==> src/rtl/mshr_refill_ctrl.sv <==
// Refill response controller: matches link responses to MSHR entries by trans_id,
// assembles the line, issues one cache fill and then frees the MSHR entry.
//
// state     | meaning
// S_IDLE    | waiting for the first beat of a response
// S_COLLECT | storing beats of a matched response
// S_DRAIN   | discarding an orphan response up to rsp_last
// S_FILL    | presenting the assembled line to the cache
// S_FREE    | one-cycle deallocate pulse to the MSHR
module mshr_refill_ctrl #(
    parameter int MSHR_ENTRIES   = 8,
    parameter int DATA_WIDTH     = 64,
    parameter int LINE_BEATS     = 4,
    parameter int ADDR_WIDTH     = 32,
    parameter int TRANS_ID_WIDTH = 8,
    localparam int EW = $clog2(MSHR_ENTRIES),
    localparam int LW = DATA_WIDTH * LINE_BEATS
) (
    input  logic                                 clk,
    input  logic                                 rst_n,
    input  logic                                 i_rsp_valid,
    output logic                                 o_rsp_ready,
    input  logic [TRANS_ID_WIDTH-1:0]            i_rsp_trans_id,
    input  logic [DATA_WIDTH-1:0]                i_rsp_data,
    input  logic                                 i_rsp_last,
    input  logic                                 i_rsp_err,
    input  logic [MSHR_ENTRIES-1:0]              i_entry_valid,
    input  logic [MSHR_ENTRIES*ADDR_WIDTH-1:0]   i_entry_addr,
    input  logic [MSHR_ENTRIES*TRANS_ID_WIDTH-1:0] i_entry_trans_id,
    output logic                                 o_fill_valid,
    input  logic                                 i_fill_ready,
    output logic [ADDR_WIDTH-1:0]                o_fill_addr,
    output logic [LW-1:0]                        o_fill_data,
    output logic                                 o_dealloc,
    output logic [EW-1:0]                        o_dealloc_entry,
    output logic                                 o_err_valid,
    output logic [TRANS_ID_WIDTH-1:0]            o_err_trans_id
);

    localparam int BCW = $clog2(LINE_BEATS) + 1;
    localparam logic [BCW-1:0] LAST_CNT = BCW'(LINE_BEATS - 1);
    localparam logic [BCW-1:0] FULL_CNT = BCW'(LINE_BEATS);

    typedef enum logic [2:0] {
        S_IDLE,
        S_COLLECT,
        S_DRAIN,
        S_FILL,
        S_FREE
    } state_t;

    state_t                    r_state;
    state_t                    w_state_nxt;
    logic                      r_live;
    logic [BCW-1:0]            r_beat_cnt;
    logic                      r_err_seen;
    logic [EW-1:0]             r_idx;
    logic [ADDR_WIDTH-1:0]     r_addr;
    logic [TRANS_ID_WIDTH-1:0] r_tid;
    logic [LW-1:0]             r_line;
    logic                      r_err_valid;
    logic [TRANS_ID_WIDTH-1:0] r_err_id;

    logic                      w_hit;
    logic [EW-1:0]             w_hit_idx;
    logic [ADDR_WIDTH-1:0]     w_hit_addr;
    logic                      w_rsp_ready;
    logic                      w_accept;
    logic                      w_capture;
    logic                      w_store;
    logic [BCW-1:0]            w_store_slot;
    logic                      w_err_set;
    logic [TRANS_ID_WIDTH-1:0] w_err_id;
    logic                      w_bad;

    // Scan from the top down so the lowest matching entry is the one left standing.
    always_comb begin
        w_hit      = 1'b0;
        w_hit_idx  = '0;
        w_hit_addr = '0;
        for (int i = MSHR_ENTRIES - 1; i >= 0; i--) begin
            if (i_entry_valid[i] &&
                i_entry_trans_id[i*TRANS_ID_WIDTH +: TRANS_ID_WIDTH] == i_rsp_trans_id) begin
                w_hit      = 1'b1;
                w_hit_idx  = EW'(i);
                w_hit_addr = i_entry_addr[i*ADDR_WIDTH +: ADDR_WIDTH];
            end
        end
    end

    assign w_accept = i_rsp_valid & w_rsp_ready;
    assign w_bad    = r_err_seen | i_rsp_err | (r_beat_cnt != LAST_CNT);

    always_comb begin
        w_state_nxt  = r_state;
        w_rsp_ready  = 1'b0;
        o_fill_valid = 1'b0;
        o_dealloc    = 1'b0;
        w_capture    = 1'b0;
        w_store      = 1'b0;
        w_store_slot = r_beat_cnt;
        w_err_set    = 1'b0;
        w_err_id     = r_tid;
        case (r_state)
            S_IDLE: begin
                w_rsp_ready = r_live;
                if (w_accept) begin
                    if (!w_hit) begin
                        w_err_set   = 1'b1;
                        w_err_id    = i_rsp_trans_id;
                        w_state_nxt = i_rsp_last ? S_IDLE : S_DRAIN;
                    end else begin
                        w_capture    = 1'b1;
                        w_store      = 1'b1;
                        w_store_slot = '0;
                        if (i_rsp_last) begin
                            // a single-beat line is always short
                            w_err_set   = 1'b1;
                            w_err_id    = i_rsp_trans_id;
                            w_state_nxt = S_FREE;
                        end else begin
                            w_state_nxt = S_COLLECT;
                        end
                    end
                end
            end
            S_COLLECT: begin
                w_rsp_ready = 1'b1;
                if (w_accept) begin
                    w_store = (r_beat_cnt < FULL_CNT);
                    if (i_rsp_last) begin
                        if (w_bad) begin
                            w_err_set   = 1'b1;
                            w_state_nxt = S_FREE;
                        end else begin
                            w_state_nxt = S_FILL;
                        end
                    end
                end
            end
            S_DRAIN: begin
                w_rsp_ready = 1'b1;
                if (w_accept && i_rsp_last) begin
                    w_state_nxt = S_IDLE;
                end
            end
            S_FILL: begin
                o_fill_valid = 1'b1;
                if (i_fill_ready) begin
                    w_state_nxt = S_FREE;
                end
            end
            S_FREE: begin
                o_dealloc   = 1'b1;
                w_state_nxt = S_IDLE;
            end
            default: begin
                w_state_nxt = S_IDLE;
            end
        endcase
    end

    always_ff @(posedge clk or negedge rst_n) begin
        if (!rst_n) begin
            r_state     <= S_IDLE;
            r_live      <= 1'b0;
            r_beat_cnt  <= '0;
            r_err_seen  <= 1'b0;
            r_idx       <= '0;
            r_addr      <= '0;
            r_tid       <= '0;
            r_line      <= '0;
            r_err_valid <= 1'b0;
            r_err_id    <= '0;
        end else begin
            r_state     <= w_state_nxt;
            r_live      <= 1'b1;
            r_err_valid <= w_err_set;
            if (w_err_set) begin
                r_err_id <= w_err_id;
            end
            if (w_capture) begin
                r_idx      <= w_hit_idx;
                r_addr     <= w_hit_addr;
                r_tid      <= i_rsp_trans_id;
                r_err_seen <= i_rsp_err;
                r_beat_cnt <= BCW'(1);
            end else if (r_state == S_COLLECT && w_accept) begin
                r_err_seen <= r_err_seen | i_rsp_err;
                // saturate at LINE_BEATS; an overrun stays a length mismatch until rsp_last
                if (r_beat_cnt != FULL_CNT) begin
                    r_beat_cnt <= r_beat_cnt + BCW'(1);
                end
            end else if (r_state == S_FREE) begin
                r_beat_cnt <= '0;
                r_err_seen <= 1'b0;
            end
            if (w_store) begin
                for (int b = 0; b < LINE_BEATS; b++) begin
                    if (w_store_slot == BCW'(b)) begin
                        r_line[b*DATA_WIDTH +: DATA_WIDTH] <= i_rsp_data;
                    end
                end
            end
        end
    end

    assign o_rsp_ready     = w_rsp_ready;
    assign o_fill_addr     = r_addr;
    assign o_fill_data     = r_line;
    assign o_dealloc_entry = o_dealloc ? r_idx : '0;
    assign o_err_valid     = r_err_valid;
    assign o_err_trans_id  = r_err_id;

endmodule

==> config.mk <==
export PLATFORM = sky130hd
export DESIGN_NAME = mshr_refill_ctrl
export DESIGN_NICKNAME = d
export VERILOG_FILES = /design/src/rtl/mshr_refill_ctrl.sv
export SDC_FILE = /design/constraint.sdc
export NUM_CORES = 1
export LEC_CHECK = 0
export ABC_AREA = 0
export CORE_AREA = 8 8 270 272
export DETAILED_ROUTE_END_ITERATION = 16
export DIE_AREA = 0 0 278 280
export GPL_TIMING_DRIVEN = 0
export SYNTH_ARGS = -nofsm -noshare
export SYNTH_HDL_FRONTEND = slang
export SYNTH_SLANG_ARGS = --single-unit
export TNS_END_PERCENT = 100
==> constraint.sdc <==
create_clock -name clk -period 2.6 [get_ports clk]
set_clock_uncertainty 0.2 [all_clocks]
set_input_delay 0.78 -clock clk [delete_from_list [all_inputs] [get_ports clk]]
set_output_delay 0.78 -clock clk [all_outputs]
set_load 0.05 [all_outputs]
==> reports/results.ini, run 1 <==
[finish]
areaGrowthSynthToFinish_pct=79.3
layout-drive-gt1-share_pct=34.3
final_cell_count_no_fill=2885
nets=2371
fillers=6644
most-common-layout-cells=324 x clkdlybuf4s50_1, 315 x dfrtp_1, 309 x dlygate4sd2_1, 207 x mux2_2, 70 x mux2_4
regArea_mm2=0.00791
fin_util_pct=38.5
layout_commonest_cell=clkdlybuf4s50_1
multi_input_area_mm2=0.00777

[power_and_ir_drop]
leakage_nw=13.3
finalPower_mw=15.4
peakVddDrop_v=0.000540
power_density_mw_per_mm2=581

[place]
place_hpwl_um=55400
globalplace.congestion=0.879
io_buffers=700
place_inst=2734

[drt]
wl_met3_um=6120
vias=13300
dr_wl_met2_um=34600
top_layer=met4
firstDrtPassIters=5
via_per_inst=4.59
drt-met1-wl_um=29200
initialDrtViolationCount=587
ant_nets=0
wl_per_cell_um=24.9
drt_wl_total_um=71900
drc_errors=0

[clocking]
clock_latency_ns=0.53
h-tree-depth=2
ctsHoldBuffers=0
cts_tree=done
path_clk_slew_ns=0.06
cts_max_path_buffers=3
cts_buffers=38
root_buffer=clkbuf_16
clkSinkCount=316

[yosys]
synth_area_mm2=0.0148
synth.distinct_cells=49
syn_avg_cell_area_um2=13.0
synthCells=1140
synth_largest_area_cell=dfrtp_1
synth_top_area_share_pct=53.5
ys.flop_type=dfrtp_1
synthArstFlopShare_pct=100
ys_seq_elements=316
synth_edf_count=0
synth_fp_nets=1549
yosys-top-cells-area=dfrtp_1 53%, mux2_2 17%, mux2_1 4.3%, xnor2_1 3.8%, a221oi_1 3.7%
ys_warn_count=0
yosysSeqAreaShare_pct=53.5

[sta]
setup_viol=70
slew_violations=0
fin_crit_sh_pct=106
worst_pin_slew_ns=0.836
fin_ws_ns=-0.146
slew_headroom_pct=44.3
rsz0062_at_grt=yes
fmax_mhz=364
hold_violations=0
fin_crit_ns=2.75

[run]
drv_cap=0

[floorplanning]
rows=97
die_h_um=280
io_pins=709
start_util_pct=21.5
core_mm2=0.0689
die_w_um=278
die-area_mm2=0.0778

[status]
violations=setup timing
outcome=finished, violations left

[global_routing]
grt_max_degree=110
grt_remaining_overflow=0
antenna_found_initial=3
grt_pass1_wl_um=102000
grt_pass1_vias=14500
grtUsageTotal_pct=17.4

[worst_setup_path]
cp.arrival_ns=2.95
r2r_cells=7
cp-end-kind=flip-flop
cp_data_required_time_ns=2.80
endpoint=o_fill_data[17]
ff2ff_setup_slack_ns=0.12
r2r-end=o_fill_data[167]
crit_start=i_rsp_trans_id[5]
worstReg2RegStart=r_state[1]
cp_max_fo=5
start_kind=input port
critPathKind=input port to flip-flop

[worst_hold_path]
hold_class=input port to async pin

==> registers in the layout (all words and copies together), names as in the netlist <==
signal and count:
o_err_trans_id 8, r_live 1, o_fill_addr 32, o_fill_data 256, r_err_seen 1, r_beat_cnt 3, r_idx 3, o_err_valid 1
r_state 3, r_tid 8
==> stage by stage <==
step	worst slack, ns	hold slack, ns	setup TNS [ns]	instance area (um2)
2_1_floorplan	-0.307	0.252	-26.16	15400
6_report	-0.146	0.123	-5.54	26500
5_1_grt	-0.163	0.156	-7.63	26500
4_1_cts	-0.183	0.123	-8.84	26200
3_5_place_dp	-1.53	0.280	-337.59	23600
3_3_place_gp	-13.27	0.274	-4587.97	23500
==> worst min path at each step <==
stage / startpoint / endpoint
floorplan: r_idx[2] / r_idx[2]
global placement: o_fill_data[10] / o_fill_data[10]
detailed placement: o_fill_data[51] / o_fill_data[51]
CTS: rst_n / o_fill_data[2]
global route: rst_n / o_fill_data[105]
finish: rst_n / o_fill_data[33]
==> synthesized netlist by cell type, types with 6 or more instances <==
cell      number
mux2i_1       31
dfrtp_1      316
inv_1          6
nor3_1         7
buf_4         17
o21a_1        25
xnor2_1       64
o21ai_0       33
clkbuf_1      47
a21oi_1        7
nand4_1       10
o31ai_1       32
a221oi_1      62
mux2_1        56
buf_2         16
o31a_1         6
nor2_1        54
nand3_1       18
a22o_1        31
mux2_2       226
nand2_1       26
==> layer usage <==
layer  GRT usage, %  vias to the layer above
li1               -                     5910
met3           5.99                      100
met4           5.35                        0
met2           28.7                      537
met5              0                        -
met1           21.3                     6706
==> cells by family (layout without fill, tap and decap cells) <==
family / after synthesis / count (layout) / share of synthesized area (%)
buf+inv: 87 / 936 / 2.77
mux: 313 / 313 / 23.6
flops: 316 / 316 / 53.5
simple gates: 142 / 142 / 4.86
other cells: 1 / 6 / 0.0254
fa+ha+maj: 3 / 3 / 0.254
compound gates: 214 / 214 / 11.3
xor+xnor: 64 / 64 / 3.79
==> area by class of cell <==
class / count / share of cell area [%]
Antenna cell: 5 / 0.0472
Buffer: 77 / 3.04
Clock buffer: 53 / 4.26
Clock inverter: 14 / 0.571
Inverter: 6 / 0.0849
Multi-Input combinational cell: 737 / 29.3
Sequential cell: 316 / 29.8
Tap cell: 891 / 4.20
Timing Repair Buffer: 786 / 28.7
==> timing repair <==
| action | in CTS | in global routing |
|---|---|---|
| pin swaps | 65 | 46 |
| resized for setup | 711 | 115 |
| endpoints found under the setup margin | 610 | 246 |
| setup buffers | 55 | 22 |
| cloned | 15 | 1 |
| endpoints found under the hold margin | 0 | 0 |
==> worst max-delay path, stage by stage <==
cell	delay (ns)
buf_16	0.12
xnor2_2	0.13
nand4_1	0.22
nor3_4	0.09
nor4_4	0.39
a21oi_4	0.10
buf_6	0.14
a31oi_4	0.23
buf_12	0.15
buf_16	0.14
buf_12	0.14
mux2_4	0.29
==> report_power, final <==
| group | switching, mW | leakage (nW) | internal (mW) | total [mW] |
|---|---|---|---|---|
| sequential | 0.262 | 4.37 | 5.38 | 5.64 |
| clock | 2.15 | 0.632 | 3.25 | 5.39 |
| combinational | 2.58 | 8.27 | 1.80 | 4.39 |
| total | 4.99 | 13.3 | 10.4 | 15.4 |
(Power assumes the default switching activity.)
==> run 2, diff against run 1 <==
--- a/config.mk
+++ b/config.mk
@@ -10,6 +10,7 @@
 export DETAILED_ROUTE_END_ITERATION = 16
 export DIE_AREA = 0 0 278 280
 export GPL_TIMING_DRIVEN = 0
+export HOLD_SLACK_MARGIN = 0.1
 export SYNTH_ARGS = -nofsm -noshare
 export SYNTH_HDL_FRONTEND = slang
 export SYNTH_SLANG_ARGS = --single-unit
==> results of run 2 <==
No change in the layout: final DEF, timing and power equal those of run 1.
